$ cat src/rtl/cnn_pkg.sv
// Shared definitions for the CNN datapath blocks: default word width and the
// thresholded ReLU helpers used by the forward activation, backward mask and pooling.
package cnn_pkg;

    localparam int unsigned DEF_BITWIDTH = 8;

    // Signed "strictly above threshold" test; equality counts as clamped.
    function automatic logic relu_pass(input int signed data, input int signed thresh);
        return data > thresh;
    endfunction

    // Thresholded ReLU on sign-extended operands; callers size-cast the result back.
    function automatic int signed relu(input int signed data, input int signed thresh);
        return (data > thresh) ? data : thresh;
    endfunction

endpackage

$ cat src/rtl/mask_fifo.sv
// One-bit-wide synchronous FIFO holding ReLU mask bits between the forward and
// backward passes. Pointers wrap by explicit compare so any DEPTH >= 2 works.
// Callers only push when not full and only pop when not empty.
module mask_fifo #(
    parameter int unsigned DEPTH = 1024,
    parameter int unsigned CNT_W = $clog2(DEPTH) + 1
) (
    input  logic             clk,
    input  logic             rst_n,
    input  logic             clear,
    input  logic             push,
    input  logic             pop,
    input  logic             din,
    output logic             dout,
    output logic [CNT_W-1:0] count,
    output logic             full,
    output logic             empty
);

    localparam int unsigned PTR_W = $clog2(DEPTH);

    logic             r_mem [DEPTH];
    logic [PTR_W-1:0] r_wr_ptr;
    logic [PTR_W-1:0] r_rd_ptr;
    logic [CNT_W-1:0] r_count;
    logic             r_full;
    logic             r_empty;

    logic [PTR_W-1:0] w_wr_ptr_d;
    logic [PTR_W-1:0] w_rd_ptr_d;
    logic [CNT_W-1:0] w_count_d;

    function automatic logic [PTR_W-1:0] ptr_inc(input logic [PTR_W-1:0] ptr);
        return (ptr == PTR_W'(DEPTH - 1)) ? '0 : ptr + 1'b1;
    endfunction

    // Storage is never reset; stale bits are unreachable once pointers and count clear.
    always_ff @(posedge clk) begin
        if (push && !clear) begin
            r_mem[r_wr_ptr] <= din;
        end
    end

    // Next-state for pointers and occupancy; clear overrides any push/pop.
    always_comb begin
        w_wr_ptr_d = r_wr_ptr;
        w_rd_ptr_d = r_rd_ptr;
        w_count_d  = r_count;
        if (clear) begin
            w_wr_ptr_d = '0;
            w_rd_ptr_d = '0;
            w_count_d  = '0;
        end else begin
            if (push) begin
                w_wr_ptr_d = ptr_inc(r_wr_ptr);
            end
            if (pop) begin
                w_rd_ptr_d = ptr_inc(r_rd_ptr);
            end
            if (push && !pop) begin
                w_count_d = r_count + 1'b1;
            end else if (pop && !push) begin
                w_count_d = r_count - 1'b1;
            end
        end
    end

    // Pointer, count and registered full/empty flags.
    always_ff @(posedge clk or negedge rst_n) begin
        if (!rst_n) begin
            r_wr_ptr <= '0;
            r_rd_ptr <= '0;
            r_count  <= '0;
            r_full   <= 1'b0;
            r_empty  <= 1'b1;
        end else begin
            r_wr_ptr <= w_wr_ptr_d;
            r_rd_ptr <= w_rd_ptr_d;
            r_count  <= w_count_d;
            r_full   <= (w_count_d == CNT_W'(DEPTH));
            r_empty  <= (w_count_d == '0);
        end
    end

    assign dout  = r_mem[r_rd_ptr];
    assign count = r_count;
    assign full  = r_full;
    assign empty = r_empty;

endmodule

$ cat src/rtl/relu_backward.sv
// Forward ReLU with mask capture plus backward gradient masking. Each forward
// element stores one mask bit; each gradient consumes one bit in the same order
// and is passed through or zeroed. Both outputs are single-entry registers.
module relu_backward
    import cnn_pkg::*;
#(
    parameter int unsigned BITWIDTH  = DEF_BITWIDTH,
    parameter int          THRESHOLD = 0,
    parameter int unsigned DEPTH     = 1024,
    parameter int unsigned CNT_W     = $clog2(DEPTH) + 1
) (
    input  logic                       clk,
    input  logic                       rst_n,
    input  logic                       clear,
    input  logic                       fwd_valid,
    output logic                       fwd_ready,
    input  logic signed [BITWIDTH-1:0] fwd_data,
    output logic                       act_valid,
    input  logic                       act_ready,
    output logic signed [BITWIDTH-1:0] act_data,
    input  logic                       grad_valid,
    output logic                       grad_ready,
    input  logic signed [BITWIDTH-1:0] grad_data,
    output logic                       dgrad_valid,
    input  logic                       dgrad_ready,
    output logic signed [BITWIDTH-1:0] dgrad_data,
    output logic [CNT_W-1:0]           count,
    output logic                       full,
    output logic                       empty
);

    logic                       r_act_valid;
    logic signed [BITWIDTH-1:0] r_act_data;
    logic                       r_dgrad_valid;
    logic signed [BITWIDTH-1:0] r_dgrad_data;

    logic                       w_fwd_ready;
    logic                       w_grad_ready;
    logic                       w_push;
    logic                       w_pop;
    logic                       w_mask_in;
    logic                       w_mask_out;
    logic                       w_full;
    logic                       w_empty;
    logic signed [BITWIDTH-1:0] w_act_next;
    logic signed [BITWIDTH-1:0] w_dgrad_next;

    // An output slot is free when empty or being drained this cycle; clear blocks accepts.
    assign w_fwd_ready  = !clear && !w_full && (!r_act_valid || act_ready);
    assign w_grad_ready = !clear && !w_empty && (!r_dgrad_valid || dgrad_ready);
    assign w_push       = fwd_valid && w_fwd_ready;
    assign w_pop        = grad_valid && w_grad_ready;

    assign w_mask_in    = relu_pass(int'(fwd_data), THRESHOLD);
    assign w_act_next   = BITWIDTH'(relu(int'(fwd_data), THRESHOLD));
    assign w_dgrad_next = w_mask_out ? grad_data : '0;

    mask_fifo #(
        .DEPTH (DEPTH),
        .CNT_W (CNT_W)
    ) u_mask_fifo (
        .clk   (clk),
        .rst_n (rst_n),
        .clear (clear),
        .push  (w_push),
        .pop   (w_pop),
        .din   (w_mask_in),
        .dout  (w_mask_out),
        .count (count),
        .full  (w_full),
        .empty (w_empty)
    );

    // Activation output register: load on accept, drop valid once consumed.
    always_ff @(posedge clk or negedge rst_n) begin
        if (!rst_n) begin
            r_act_valid <= 1'b0;
            r_act_data  <= '0;
        end else if (clear) begin
            r_act_valid <= 1'b0;
            r_act_data  <= '0;
        end else if (w_push) begin
            r_act_valid <= 1'b1;
            r_act_data  <= w_act_next;
        end else if (act_ready) begin
            r_act_valid <= 1'b0;
        end
    end

    // Masked-gradient output register: same handshake as the activation side.
    always_ff @(posedge clk or negedge rst_n) begin
        if (!rst_n) begin
            r_dgrad_valid <= 1'b0;
            r_dgrad_data  <= '0;
        end else if (clear) begin
            r_dgrad_valid <= 1'b0;
            r_dgrad_data  <= '0;
        end else if (w_pop) begin
            r_dgrad_valid <= 1'b1;
            r_dgrad_data  <= w_dgrad_next;
        end else if (dgrad_ready) begin
            r_dgrad_valid <= 1'b0;
        end
    end

    assign fwd_ready   = w_fwd_ready;
    assign grad_ready  = w_grad_ready;
    assign act_valid   = r_act_valid;
    assign act_data    = r_act_data;
    assign dgrad_valid = r_dgrad_valid;
    assign dgrad_data  = r_dgrad_data;
    assign full        = w_full;
    assign empty       = w_empty;

endmodule
$ cat config.mk
export PLATFORM = sky130hd
export DESIGN_NAME = relu_backward
export DESIGN_NICKNAME = d
export VERILOG_FILES = /design/src/rtl/cnn_pkg.sv /design/src/rtl/mask_fifo.sv /design/src/rtl/relu_backward.sv
export SDC_FILE = /design/constraint.sdc
export NUM_CORES = 1
export LEC_CHECK = 0
export CAP_MARGIN = 20
export CORE_ASPECT_RATIO = 0.8
export CORE_UTILIZATION = 45
export CTS_CLUSTER_SIZE = 10
export DETAILED_ROUTE_END_ITERATION = 12
export GPL_ROUTABILITY_DRIVEN = 0
export GPL_TIMING_DRIVEN = 0
export PLACE_DENSITY_LB_ADDON = 0.05
export SLEW_MARGIN = 0
export SYNTH_ARGS = -nofsm -noshare
export SYNTH_HDL_FRONTEND = slang
export SYNTH_SLANG_ARGS = --single-unit
$ cat constraint.sdc
create_clock -name clk -period 5.4 [get_ports clk]
set_clock_uncertainty 0.2 [all_clocks]
set_input_delay 1.08 -clock clk [delete_from_list [all_inputs] [get_ports clk]]
set_output_delay 1.08 -clock clk [all_outputs]
set_load 0.03 [all_outputs]
-- Yosys cells after proc, flatten, opt, wreduce, memory -nomap -nowiden
Memory sizes are Yosys's and may differ from the RTL's.
Index checks and enable logic that the tools add are counted.
- register bits after elaboration: 51
- RAM bits: 1024
- memories: 1
- logic and storage cells: 64
- input bits: 23
- memory list (name ; depth ; bits a word ; rd ports ; clocked after Yosys merged registers in ; write ports ; line ; source):
    u_mask_fifo.r_mem ; 1024 ; 1 ; 1 ; 0 ; 1 ; mask_fifo.sv:22 ; logic r_mem [DEPTH];
- magnitude comparators: 1
- reductions and logical operators: 23
- add/sub/neg operators: 4
- equal/unequal tests: 3
- muxes and demuxes: 23
- operators by type and width (kind ; number):
    $mux 10 ; 6
    $mux 8 ; 6
    $mux 11 ; 3
    $add 10x1->10 const B ; 2
    $eq 10x10->1 const B ; 2
    $add 11x1->11 const B ; 1
    $eq 11x11->1 const B ; 1
    $logic_not 11->1 ; 1
    $sub 11x1->11 const B ; 1
    $logic_and 1x1->1 ; 9
    $gt 8x1->1 const B ; 1
    $mux 1 ; 8
    $logic_not 1->1 ; 7
    $reduce_bool 3->1 ; 2
    $reduce_bool 2->1 ; 2
    $logic_or 1x1->1 ; 2

-- Depth between registers and ports, before layout
- depth after elaboration: 10
- depth in mapped cells: 14

-- By module
A second synthesis with hierarchy kept.
- cell total of the unflattened synthesis: 3320
- area total of the unflattened synthesis: 46788.6 um^2
- modules (own cells, without submodules) (module ; area each (um^2) ; seq. area each (um^2) ; instances ; cells each):
    mask_fifo ; 46007.9 ; 31576.5 ; 1 ; 3263
    relu_backward ; 780.7 ; 450.4 ; 1 ; 57

-- Worst setup path before layout
OpenSTA, ideal clock, no wires.
- kind: input-to-reg
- start: in fwd_data[0]
- end: mem u_mask_fifo.r_mem[0] (data pin)
- arrival: 28.328 ns
- data required time: -0.511 ns
- setup slack: -28.838 ns
- buffers on the path: 0
- stages: 2
- cells stage by stage: nor3_1 > a21oi_1
- cells in the longest elaborated chain, start to end: 1
- ends and longest elaborated chain (item ; line ; source):
    start, declared ; relu_backward.sv:17 ; input logic signed [BITWIDTH-1:0] fwd_data,
    $gt 8x1->1 ; cnn_pkg.sv:9 ; return data > thresh;
    via u_mask_fifo.din ; mask_fifo.sv:13 ; input logic din,
    end, declared ; mask_fifo.sv:22 ;
The timed path passes the listed nets, and every way through them passes these cells.

-- Worst setup path after layout
- start: reg u_mask_fifo.r_rd_ptr[1]
- end: reg r_dgrad_data[1] (netlist: dgrad_data[1])
- cells in the longest elaborated chain, start to end: 4
- ends and longest elaborated chain (item ; line ; source):
    start, declared ; mask_fifo.sv:24 ; logic [PTR_W-1:0] r_rd_ptr;
    start signal, assigned ; mask_fifo.sv:78 ; r_rd_ptr <= w_rd_ptr_d;
    $mem_v2 1024x1 ; n/a ;
    $mux 8 ; relu_backward.sv:56 ; assign w_dgrad_next = w_mask_out ? grad_data : '0;
    $mux 8 ; relu_backward.sv:98 ; end else if (w_pop) begin
    $mux 8 ; relu_backward.sv:95 ; end else if (clear) begin
    end signal, assigned ; relu_backward.sv:100 ; r_dgrad_data <= w_dgrad_next;
    end, declared ; relu_backward.sv:35 ; logic signed [BITWIDTH-1:0] r_dgrad_data;
No other way between the ends. The select of a mux whose other input is x is not followed.
A chain may end at the register's enable or synchronous reset.

==> metrics.txt <==
run status finished, final reports clean; dominant cell by count in the synthesized netlist sky130_fd_sc_hd__nor2_1; Setup crit start kind flip-flop; Inst Count DP 4791; start-to-end type of the worst setup path reg2reg; die outline area 106000 µm²; portion of the clock cycle consumed by the worst path in the final layout about 99%; remaining global-route overflow 0; total standard cell area after synthesis 46900 µm²; layout overhead on the synthesized area 14.0%; f_max about 190 MHz; clock tree from TritonCTS built; number of ports placed on the die boundary 56; Synth async-reset ratio 4.74%; worst path bufs/invs 4; count of flip-flops with a built-in enable after synthesis between 1000 and 1500; area after detailed placement 50300 µm²; worst slew pin tran about 1300 ps; RSZ-0062 raised after global routing false; CP Capture Point dgrad_data[1]; Antenna diodes 0; instance count on the critical path 10; Worst R2R Path Depth 10; post-CTS setup buffer count 0; maximum number of pins on one net before global-route repair 53; antenna-violating nets left 0; post-synthesis area per instance 14.3 µm²; proportion of layout cells with a drive suffix above 1 14.5%; clock latency at the later pin of the worst-skew pair around 730 ps; ys flop type sky130_fd_sc_hd__edfxtp_1; fraction of synthesized cell area taken by the top area cell type 65.5%; startpoint of the most critical register-to-register path u_mask_fifo.r_rd_ptr[1]; TritonCTS Sinks 1075; Top cell by count, worst path sky130_fd_sc_hd__buf_2; worst hold margin about 130 ps; most common library cells after synthesis 1059 x sky130_fd_sc_hd__nor2_1, 1024 x sky130_fd_sc_hd__edfxtp_1, 255 x sky130_fd_sc_hd__clkbuf_1; number of global-route vias before repair between 20000 and 30000; footprint of the multi-input gates around 13000 µm²; startpoint of the worst setup timing path u_mask_fifo.r_rd_ptr[1]; root buffer cell sky130_fd_sc_hd__clkbuf_16; Pre-antenna DRT Iters 6; number of instances in the synthesized netlist ~3300; worst flop-to-flop path endpoint dgrad_data[1]; arrival time reported for the critical path endpoint about 5700 ps; worst-path fanout max 10; Slowest cell on crit path sky130_fd_sc_hd__buf_2; layout filler cell count roughly 9000; #FFs+latches synth between 1000 and 1500; first-pass GRT wire length 230 mm; dpl hpwl around 110 mm; total of cells resized after clock tree synthesis 1; dominant cell type by area after synthesis sky130_fd_sc_hd__edfxtp_1; sequential share of the synthesized area between 60% and 70%; number of CTS-inserted buffers around 120; PD cells between 300 and 400 nW/µm²; area of all sequential standard cells 32000 µm²; final instance area about 54000 µm²; cell chain of the critical path buf_2 > buf_4 > buf_2 > buf_2 > mux4_2 > a221oi_1 > o221ai_1 > nand3b_1 > o21ai_2 > o221ai_1; Max Transition Viols Final 0; count of non-filler cells in the finished layout ~5000; drt total wl roughly 170 mm; Yosys warning count 0; floorplan die width approximately 360 µm; WL/cell between 30 and 40 µm; DR DRC count 0; endpoint required time on the critical path between 5000 and 6000 ps; type of the most critical hold path in2async; number of port buffers 54; number of buffers inserted for hold repair after clock tree synthesis 0; initial core utilization 45.6%; total nets after synthesis around 3300; top area cells in the synthesized netlist sky130_fd_sc_hd__edfxtp_1 66%, sky130_fd_sc_hd__mux4_2 12%, sky130_fd_sc_hd__nor2_1 8.5%, sky130_fd_sc_hd__dfrtp_1 2.7%, sky130_fd_sc_hd__clkbuf_1 2.0%; met2 global-route usage 47.5%; DIE HEIGHT 291 µm; H-tree depth reported by CTS 3; met1 usage 45.5%; Critical Path End Type flip-flop; Site Rows about 110; Fin. Hold Viols 0; leakage 0.0159 µW; family with the most delay on the worst path buffers and inverters; final period demand of the worst path between 5000 and 6000 ps; Final Util between 50 and 60%; count of cell types in the netlist between 70 and 80; worst-case headroom to the max-slew limit a little under an eighth; clock transition at the registers of the reported paths 60 ps; DR vias/cell around 6.3; worst supply voltage drop on vdd about 0.29 mV; number of endpoints failing setup at the final stage 0; total via count after detailed routing 31200; core box area roughly 100000 µm²; met3 usage in global routing under 10%; nets@finish about 3600; antenna violations before repair 5; final total negative setup slack 0 ps; clk buf depth 3; register-to-register setup slack approximately 47 ps; Maximum Capacitance Violations 0; total routing resource utilization after global routing 31.7%; busiest grt layer met2; Largest stage delay, worst path around 630 ps; detailed router's first-iteration violation count slightly below 5000
-- worst min path at each step --
stage                     cells past startpoint               startpoint                      end  slack (ps)
after detailed placement                      1              act_data[7]              act_data[7]         280
final                                         1                    rst_n     u_mask_fifo.count[7]         130
after global routing                          1                    rst_n     u_mask_fifo.count[7]         140
after floorplan                               2  u_mask_fifo.r_wr_ptr[1]  u_mask_fifo.r_wr_ptr[1]         320
after global placement                        2            dgrad_data[6]            dgrad_data[6]         270
after CTS                                     1                    rst_n     u_mask_fifo.count[7]         100
-- area by class of cell --
class / count / share of cell area, %
buffer: 316 / 2.68
clock buffer: 158 / 5.97
clock inverter: 5 / 0.0771
inverter: 15 / 0.105
multi-input combinational: 1883 / 25.1
sequential: 1075 / 59.8
tap: 1391 / 3.25
timing repair buffer: 113 / 2.95
-- registers in the layout, indices dropped and copies added, names as in the netlist --
name	cells
u_mask_fifo.r_wr_ptr	10
u_mask_fifo.r_mem	1024
dgrad_data	8
u_mask_fifo.full	1
u_mask_fifo.r_rd_ptr	10
act_data	8
u_mask_fifo.count	11
dgrad_valid	1
u_mask_fifo.empty	1
act_valid	1
-- per-layer routing --
metal	routed length, µm	part of all wire [%]	vias to the layer above
li1	-	-	12600
met1	68000	41	16300
met2	74300	44	1935
met3	18700	11	310
met4	6270	3.7	0
met5	0	0	-
-- logic make-up (layout without fill, tap and decap cells) --
| group | after synthesis | after routing | synth area share (%) |
|---|---|---|---|
| buf+inv | 331 | 607 | 3.15 |
| xor+xnor | 16 | 16 | 0.299 |
| simple gates | 1335 | 1335 | 11.6 |
| flops | 1075 | 1075 | 68.2 |
| fa+ha+maj | 7 | 7 | 0.187 |
| compound gates | 211 | 211 | 3.16 |
| mux | 314 | 314 | 13.4 |
-- power breakdown --
| group | switching (µW) | leakage (µW) | internal, µW |
|---|---|---|---|
| clock network | 3190 | 0.00157 | 4040 |
| registers | 45.4 | 0.00988 | 9170 |
| logic | 1630 | 0.00447 | 1100 |
| total | 4860 | 0.0159 | 14300 |
-- metrics by stage --
stage | power [µW] | setup slack (ps)
after floorplan | 11100 | -7170
after global placement | 12100 | -13630
after detailed placement | 12100 | -33.2
after CTS | 19200 | 91.7
after global routing | 19600 | 10.4
final | 19200 | 46.7
-- cell usage in the layout (no fill, tap or decap), types with 15 or more instances in the layout --
cell type	count
sky130_fd_sc_hd__and3_1	27
sky130_fd_sc_hd__buf_8	29
sky130_fd_sc_hd__clkbuf_1	284
sky130_fd_sc_hd__a22oi_1	31
sky130_fd_sc_hd__nand3_1	60
sky130_fd_sc_hd__nor2_1	1059
sky130_fd_sc_hd__nor3_1	15
sky130_fd_sc_hd__a21oi_1	38
sky130_fd_sc_hd__mux4_2	251
sky130_fd_sc_hd__dfrtp_1	50
sky130_fd_sc_hd__buf_12	19
sky130_fd_sc_hd__o21ai_0	28
sky130_fd_sc_hd__nand2_1	98
sky130_fd_sc_hd__o22ai_1	20
sky130_fd_sc_hd__edfxtp_1	1024
sky130_fd_sc_hd__mux2i_1	52
sky130_fd_sc_hd__o221ai_1	21
sky130_fd_sc_hd__clkbuf_16	122
sky130_fd_sc_hd__buf_2	25
sky130_fd_sc_hd__a221oi_1	17
sky130_fd_sc_hd__clkdlybuf4s50_1	53
sky130_fd_sc_hd__buf_6	25
(Power assumes the default switching activity.)
